**src/rtl/input_debounce.sv**
```systemverilog
// input_debounce: two-flop synchroniser followed by a stability filter.
// The debounced level changes only after the synchronised input has disagreed
// with it for STABLE_CYCLES consecutive cycles. Registered rise/fall strobes
// and a wrapping rise-event counter are provided.
// Optional feature macro: INPUT_DEBOUNCE_GLITCH_CNT_EN builds a saturating
// counter of aborted transitions. Without it, glitch_count is tied to zero.
`timescale 1ns/1ps
module input_debounce #(
  parameter int STABLE_CYCLES = 4
) (
  input  logic       clk,
  input  logic       rst,
  input  logic       din,
  input  logic       clr,
  output logic       level,
  output logic       rise,
  output logic       fall,
  output logic [7:0] event_count,
  output logic [7:0] glitch_count
);

  localparam int CW = $clog2(STABLE_CYCLES + 1);
  localparam logic [CW-1:0] CNT_MAX = CW'(STABLE_CYCLES - 1);

  logic          s1_q, s2_q;
  logic [CW-1:0] cnt_q, cnt_d;
  logic          level_q, level_d;
  logic          rise_q, rise_d;
  logic          fall_q, fall_d;
  logic [7:0]    event_q, event_d;
  logic          abort;

  // Two-flop synchroniser; only s2_q is used past this point.
  always_ff @(posedge clk) begin
    if (rst) begin
      s1_q <= 1'b0;
      s2_q <= 1'b0;
    end else begin
      s1_q <= din;
      s2_q <= s1_q;
    end
  end

  // Stability filter: count disagreeing cycles, commit the new level on the last one.
  always_comb begin
    cnt_d   = cnt_q;
    level_d = level_q;
    rise_d  = 1'b0;
    fall_d  = 1'b0;
    if (s2_q == level_q) begin
      cnt_d = '0;
    end else if (cnt_q == CNT_MAX) begin
      cnt_d   = '0;
      level_d = s2_q;
      rise_d  = s2_q;
      fall_d  = ~s2_q;
    end else begin
      cnt_d = cnt_q + CW'(1);
    end
  end

  // A partial run thrown away because the input went back to the current level.
  assign abort = (cnt_q != '0) && (s2_q == level_q);

  // Rise counter: clr wins over a coincident increment.
  always_comb begin
    event_d = event_q;
    if (clr) begin
      event_d = 8'h00;
    end else if (rise_d) begin
      event_d = event_q + 8'h01;
    end
  end

  // Filter state, strobes and event counter registers.
  always_ff @(posedge clk) begin
    if (rst) begin
      cnt_q   <= '0;
      level_q <= 1'b0;
      rise_q  <= 1'b0;
      fall_q  <= 1'b0;
      event_q <= 8'h00;
    end else begin
      cnt_q   <= cnt_d;
      level_q <= level_d;
      rise_q  <= rise_d;
      fall_q  <= fall_d;
      event_q <= event_d;
    end
  end

`ifdef INPUT_DEBOUNCE_GLITCH_CNT_EN
  logic [7:0] glitch_q, glitch_d;

  // Saturating aborted-transition counter; clr wins over a coincident increment.
  always_comb begin
    glitch_d = glitch_q;
    if (clr) begin
      glitch_d = 8'h00;
    end else if (abort && (glitch_q != 8'hFF)) begin
      glitch_d = glitch_q + 8'h01;
    end
  end

  // Glitch counter register.
  always_ff @(posedge clk) begin
    if (rst) begin
      glitch_q <= 8'h00;
    end else begin
      glitch_q <= glitch_d;
    end
  end

  assign glitch_count = glitch_q;
`else
  logic unused_abort;
  assign unused_abort = abort;
  assign glitch_count = 8'h00;
`endif

  assign level       = level_q;
  assign rise        = rise_q;
  assign fall        = fall_q;
  assign event_count = event_q;

endmodule
```
**config.mk**
```make
export PLATFORM = sky130hd
export DESIGN_NAME = input_debounce
export DESIGN_NICKNAME = d
export VERILOG_FILES = /design/src/rtl/input_debounce.sv
export SDC_FILE = /design/constraint.sdc
export NUM_CORES = 1
export LEC_CHECK = 0
export BUFFER_PORTS_ARGS = -buffer_cell sky130_fd_sc_hd__buf_2
export CAP_MARGIN = 10
export CORE_MARGIN = 2
export CORE_UTILIZATION = 43
export DETAILED_ROUTE_END_ITERATION = 8
export GPL_ROUTABILITY_DRIVEN = 0
export HOLD_SLACK_MARGIN = 0.1
export PLACE_DENSITY = 0.72
export RECOVER_POWER = 25
export SLEW_MARGIN = 20
export SYNTH_ARGS = -nofsm -noshare
export SYNTH_HDL_FRONTEND = slang
export SYNTH_SLANG_ARGS = --single-unit
```
**constraint.sdc**
```tcl
create_clock -name clk -period 1.5 [get_ports clk]
set_clock_uncertainty 0.05 [all_clocks]
set_input_delay 0.3 -clock clk [delete_from_list [all_inputs] [get_ports clk]]
set_output_delay 0.3 -clock clk [all_outputs]
set_load 0.01 [all_outputs]
```
==> flow_summary_export.csv, run 1 <==
group,metric,value,unit
power_and_ir_drop,p_sw,140,uW
finish,final_area,841,sq um
finish,drive_above_1_share,30.4,%
power_and_ir_drop,vdd_drop_max,0.000487,V
grt,grt_antenna_before_repair,0,
grt,gr-usage-all-layers,14.8,%
clock_tree,post_cts_buffers,0,
clock_tree,cts_sinks,16,
timing,setup_violations,0,
grt,grt_pass1_wl,2120,microns
floorplan,core_area,1520,sq um
floorplan,die_h,44.7,microns
power_and_ir_drop,p_sw_share,21.0,%
routing,routed_via_density,5.10,
finish,final_core_util,55.2,%
power_and_ir_drop,pwr_density_cell,794,nW/um^2
clock_tree,insertion_delay,0.27,ns
routing,initialDrtViolationCount,7,
grt,met3_usage,7.20,%
synthesis,ys_ff_latch,16,
critical_path,cp-start-kind,"register",
finish,nFillCells,153,
floorplan,num_rows,14,
routing,drc,0,
floorplan,die_x,44.7,microns
clock_tree,cts_made_buffers,3,
synthesis,yosysUniqueCellTypes,25,
power_and_ir_drop,power.total,668,uW
clock_tree,ctsHtreeMaxLevel,1,
routing,via_count,551,
synthesis,syn_area_per_cell,9.62,sq um
timing,period_share,99.4,%
critical_path,cp.arrival,1.66,ns
synthesis,yosysSeqAreaShare,45.0,%
critical_path,worstPathMaxFanout,7,
placed_design,port_buffers,14,
timing,rsz0062_at_grt,"true",
critical_path,critPathSlowestCell,"or4_4",
floorplan,dieArea,2000,sq um
power_and_ir_drop,clock_power_share,31.9,%
floorplan,start_util,46.7,%
grt,use_met1,16.8,%
grt,grt_max_degree,9,
routing,detail-route-antenna-nets,0,
critical_path,path_common_cell,"ha_4",
placed_design,detailed_place.area,802,sq um
routing,drt_pass1_iterations,2,
floorplan,pin_count,23,
placed_design,placedCellCount,105,
min_path,holdPathStages,2,
timing,fin_ws,0.00964,ns
placed_design,place_ws,-0.0546,ns
power_and_ir_drop,leakage,0.363,nW
power_and_ir_drop,p_seq_share,64.5,%
grt,grt-ovfl-total,0,
timing,max_freq,671,MHz
placed_design,dp_hpwl,926,microns
finish,nNetsFinal,102,
synthesis,yosysWarnings,0,
critical_path,crit_chain,"ha_4, ha_4, nand3b_4, or4_4, a21oi_2",
critical_path,path_class,"reg2reg",
timing,whs,0.187,ns
grt,grt_use_met2,23.8,%
timing,period_minus_slack,1.49,ns
clock_tree,cts_tree,"done",
finish,n_antenna_cell,0,
synthesis,synthCells,74,
critical_path,r2r_cells,5,
power_and_ir_drop,pwr-share-comb,3.6,%
finish,area_delta_synth_final,18.1,%
grt,grt_pass1_vias,498,
power_and_ir_drop,p_int,528,uW
timing,finalHoldViolations,0,
critical_path,required,1.67,ns
run,maxCapViolations,0,
clock_tree,clk_pin_slew,0.09,ns
status,status,"finished clean",
grt,grt-busiest-layer,"met2",
routing,routed_wl,1210,microns
clock_tree,clk_path_buf_depth,2,
finish,fin_cells,108,
synthesis,syn_area,712,sq um
clock_tree,root_buffer,"clkbuf_4",
timing,slew_violations,0,
routing,wl_per_cell,11.2,microns
critical_path,slowest_delay,0.53,ns
min_path,hp-class,"in2reg",
timing,fin_tns_setup,0,ns
critical_path,cp-end-kind,"register",
-- power groups by stage --
stage          Clock [mW]  Combinational [mW]  Sequential, mW
2_1_floorplan           0              0.0327           0.440
3_3_place_gp            0              0.0233           0.440
3_5_place_dp            0              0.0239           0.441
4_1_cts             0.226              0.0241           0.431
5_1_grt             0.251              0.0280           0.432
6_report            0.213              0.0240           0.431
-- cell usage in the layout (no fill, tap or decap), types with 2 or more instances in the layout --
cell type  instances
dfxtp_1           14
buf_2             11
conb_1             8
nor2_1             7
a21oi_1            5
nand2_1            4
or3_1              3
o21ai_0            3
clkbuf_4           3
clkbuf_1           3
buf_4              3
inv_1              2
nor2b_1            2
xnor2_1            2
nand4_1            2
o31ai_1            2
ha_4               2
ha_1               2
dfxtp_2            2
-- kinds of logic after synthesis --
logic type	after synthesis	share of synthesized area (%)
AOI/OAI and AO/OA	11	8.43
xor gates and xnor gates	3	3.69
adders and majority gates	4	7.03
buffers and inverters	11	10.0
DFF	16	45.0
muxes	1	1.41
other	1	0.527
and+or+nand+nor	27	23.9
-- routing by layer --
layer	vias to the layer above	share of wire, %
met4	0	0.91
met3	2	7.7
li1	278	-
met5	-	0
met1	252	40
met2	19	51
-- flip-flops by register name, indices dropped and copies added (netlist names) --
register     cells
cnt_q            3
event_count      8
fall             1
level            1
rise             1
s1_q             1
s2_q             1
-- worst max-delay path: cells and delay by family (launching register included) --
family / cells / cell delay [ns]
fa+ha+maj: 2 / 0.29
compound gates: 1 / 0.11
simple gates: 2 / 0.64
flops: 1 / 0.35
-- what timing repair did --
item                                   in CTS  in global routing
pin swaps                                   2                  0
hold buffers                                0                  0
gates resized for setup                     3                  2
endpoints found under the hold margin       0                  0
setup endpoints to repair                   5                  4
-- synth_stat cells, drive strengths merged --
cell type | n | area [sq um]
nand4 | 2 | 12.5
xor2 | 1 | 8.76
o31ai | 2 | 15.0
and4bb | 1 | 12.5
nor2b | 2 | 12.5
buf | 8 | 60.1
dfxtp | 16 | 320
nor2 | 7 | 26.3
inv | 2 | 7.51
ha | 4 | 50.1
or4 | 2 | 15.0
xnor2 | 2 | 17.5
and3b | 1 | 10.0
nand2 | 4 | 15.0
clkbuf | 1 | 3.75
nand3 | 1 | 5.00
conb | 1 | 3.75
nand4b | 1 | 8.76
nand3b | 1 | 20.0
o21ai | 3 | 15.0
or3 | 4 | 26.3
a21oi | 6 | 30.0
or2 | 1 | 6.26
mux2i | 1 | 10.0
-- layout make-up --
cell class	count	area (sq um)	share of cell area, %
multi-input cells	54	379	45.1
flip-flops and latches	16	323	38.4
repair buffers	17	88.8	10.6
clock buffers	3	22.5	2.68
well taps	16	20.0	2.38
inverters	2	7.51	0.893
-- final timing paths --
check                                    startpoint                           to  slack [ns]
worst min-delay path                            din              s1_q$_SDFF_PP0_        0.19
worst max register to register  cnt_q[1]$_SDFF_PP0_  event_count[7]$_SDFFE_PP0P_        0.01
worst min register to register  cnt_q[0]$_SDFF_PP0_          cnt_q[0]$_SDFF_PP0_        0.38
worst max-delay path            cnt_q[1]$_SDFF_PP0_  event_count[7]$_SDFFE_PP0P_        0.01
(Power assumes the default switching activity.)
==> run 2: changes to the inputs <==
- SETUP_SLACK_MARGIN: default -> 0.1
- SLEW_MARGIN: 20 -> 5
==> run 2 against run 1 <==
Sequential share of layout area down 1.4 points; routed wire length up 5.5%; setup slack better by 0.057 ns; clock power up 2%; fmax up 4.0%; die area unchanged; critical path type unchanged; largest cell class unchanged; highest routed layer unchanged.
==> flow_summary_export.csv, run 2 (synthesis results as in run 1) <==
group,metric,value,unit
floorplan,core_area,1520,sq um
routing,wl_per_cell,11.4,microns
power_and_ir_drop,p_sw,144,uW
grt,grt_pass1_vias,517,
power_and_ir_drop,clock_power_share,32.3,%
finish,layout_common_cells,"dfxtp_1 (14), buf_2 (11), conb_1 (8)",
grt,grt-ovfl-total,0,
placed_design,dp_hpwl,905,microns
routing,initialDrtViolationCount,6,
routing,via_count,584,
routing,routed_via_density,5.21,
clock_tree,clk_pin_slew,0.09,ns
floorplan,dieArea,2000,sq um
grt,gr-usage-all-layers,14.7,%
power_and_ir_drop,vdd_drop_max,0.000550,V
finish,register_area,323,sq um
timing,fin_tns_setup,0,ns
clock_tree,ctsHtreeMaxLevel,1,
grt,grt_antenna_before_repair,0,
grt,grt_pass1_wl,2080,microns
finish,multi_input_area,380,sq um
routing,drt_pass1_iterations,4,
clock_tree,root_buffer,"clkbuf_4",
critical_path,cp.arrival,1.60,ns
placed_design,port_buffers,14,
finish,nNetsFinal,106,
power_and_ir_drop,p_int,528,uW
timing,whs,0.173,ns
finish,area_delta_synth_final,22.5,%
min_path,hp-class,"in2reg",
clock_tree,cts_sinks,16,
floorplan,die_h,44.7,microns
power_and_ir_drop,power.total,672,uW
routing,detail-route-antenna-nets,0,
timing,slew_violations,0,
finish,n_antenna_cell,0,
critical_path,critPathSlowestCell,"or4_1",
critical_path,path_buf_inv,0,
clock_tree,clk_path_buf_depth,2,
timing,fin_ws,0.0670,ns
clock_tree,cts_tree,"done",
power_and_ir_drop,p_seq_share,64.2,%
finish,drive_above_1_share,32.3,%
critical_path,cp-start-kind,"register",
run,maxCapViolations,0,
floorplan,die_x,44.7,microns
critical_path,slowest_delay,0.43,ns
finish,layout_commonest_cell,"dfxtp_1",
timing,period_minus_slack,1.43,ns
routing,drc,0,
critical_path,path_common_cell,"ha_4",
routing,routed_wl,1280,microns
power_and_ir_drop,pwr-share-comb,3.5,%
critical_path,crit_chain,"ha_4, ha_4, nand3b_4, or4_1, a21oi_1",
finish,nFillCells,142,
power_and_ir_drop,p_sw_share,21.4,%
clock_tree,insertion_delay,0.28,ns
critical_path,path_class,"reg2reg",
timing,max_freq,698,MHz
critical_path,worstPathMaxFanout,7,
timing,setup_violations,0,
power_and_ir_drop,leakage,0.380,nW
timing,finalHoldViolations,0,
timing,rsz0062_at_grt,"true",
timing,period_share,95.5,%
critical_path,path_delay_family,"simple AND/OR/NAND/NOR gates",
critical_path,required,1.67,ns
placed_design,place_ws,0.00454,ns
clock_tree,hold_buffers,0,
finish,largest_register_ffs,8,
grt,grt_max_degree,9,
power_and_ir_drop,pwr_density_cell,770,nW/um^2
status,status,"finished clean",
floorplan,num_rows,14,
floorplan,start_util,46.7,%
clock_tree,cts_made_buffers,3,
critical_path,cp-end-kind,"register",
floorplan,pin_count,23,
run 2: worst paths after layout:
check	endpoint	cells after the start	from	slack (ns)
worst max-delay path	event_count[5]$_SDFFE_PP0P_	5	cnt_q[0]$_SDFF_PP0_	0.07
worst min-delay path	s1_q$_SDFF_PP0_	2	din	0.17
worst max register to register	event_count[5]$_SDFFE_PP0P_	5	cnt_q[0]$_SDFF_PP0_	0.07
worst min register to register	cnt_q[0]$_SDFF_PP0_	1	cnt_q[0]$_SDFF_PP0_	0.38
run 2: timing repair:
action / CTS / global route
resized for setup: 3 / 1
pin swaps: 1 / 1
setup buffers: 4 / 1
endpoints found under the setup margin: 5 / 5
run 2: metal layers:
layer  GRT usage [%]  up-vias  wire (microns)
li1                -      286               -
met1            15.8      275             525
met2            24.9       21             645
met3            6.00        2              90
met4            7.27        0              14
met5               0        -               0
run 2: power by group through the flow:
stage | sequential (mW) | clock (mW) | combinational, mW
final | 0.431 | 0.217 | 0.0234
after global routing | 0.432 | 0.242 | 0.0271
after CTS | 0.431 | 0.230 | 0.0238
after detailed placement | 0.441 | 0 | 0.0236
after global placement | 0.440 | 0 | 0.0233
after floorplan | 0.440 | 0 | 0.0327
run 2: cell type report:
cell class / count / share of cell area, %
Inverter: 2 / 0.861
Tap cell: 16 / 2.30
Timing Repair Buffer: 21 / 13.6
Sequential cell: 16 / 37.0
Multi-Input combinational cell: 54 / 43.6
Clock buffer: 3 / 2.58
run 2: through the flow:
step | instances | instance area [sq um] | utilization, %
3_5_place_dp | 104 | 798 | 52.4
6_report | 112 | 872 | 57.2
3_3_place_gp | 104 | 798 | 52.4
2_1_floorplan | 81 | 757 | -
4_1_cts | 111 | 863 | 56.7
5_1_grt | 112 | 872 | 57.2
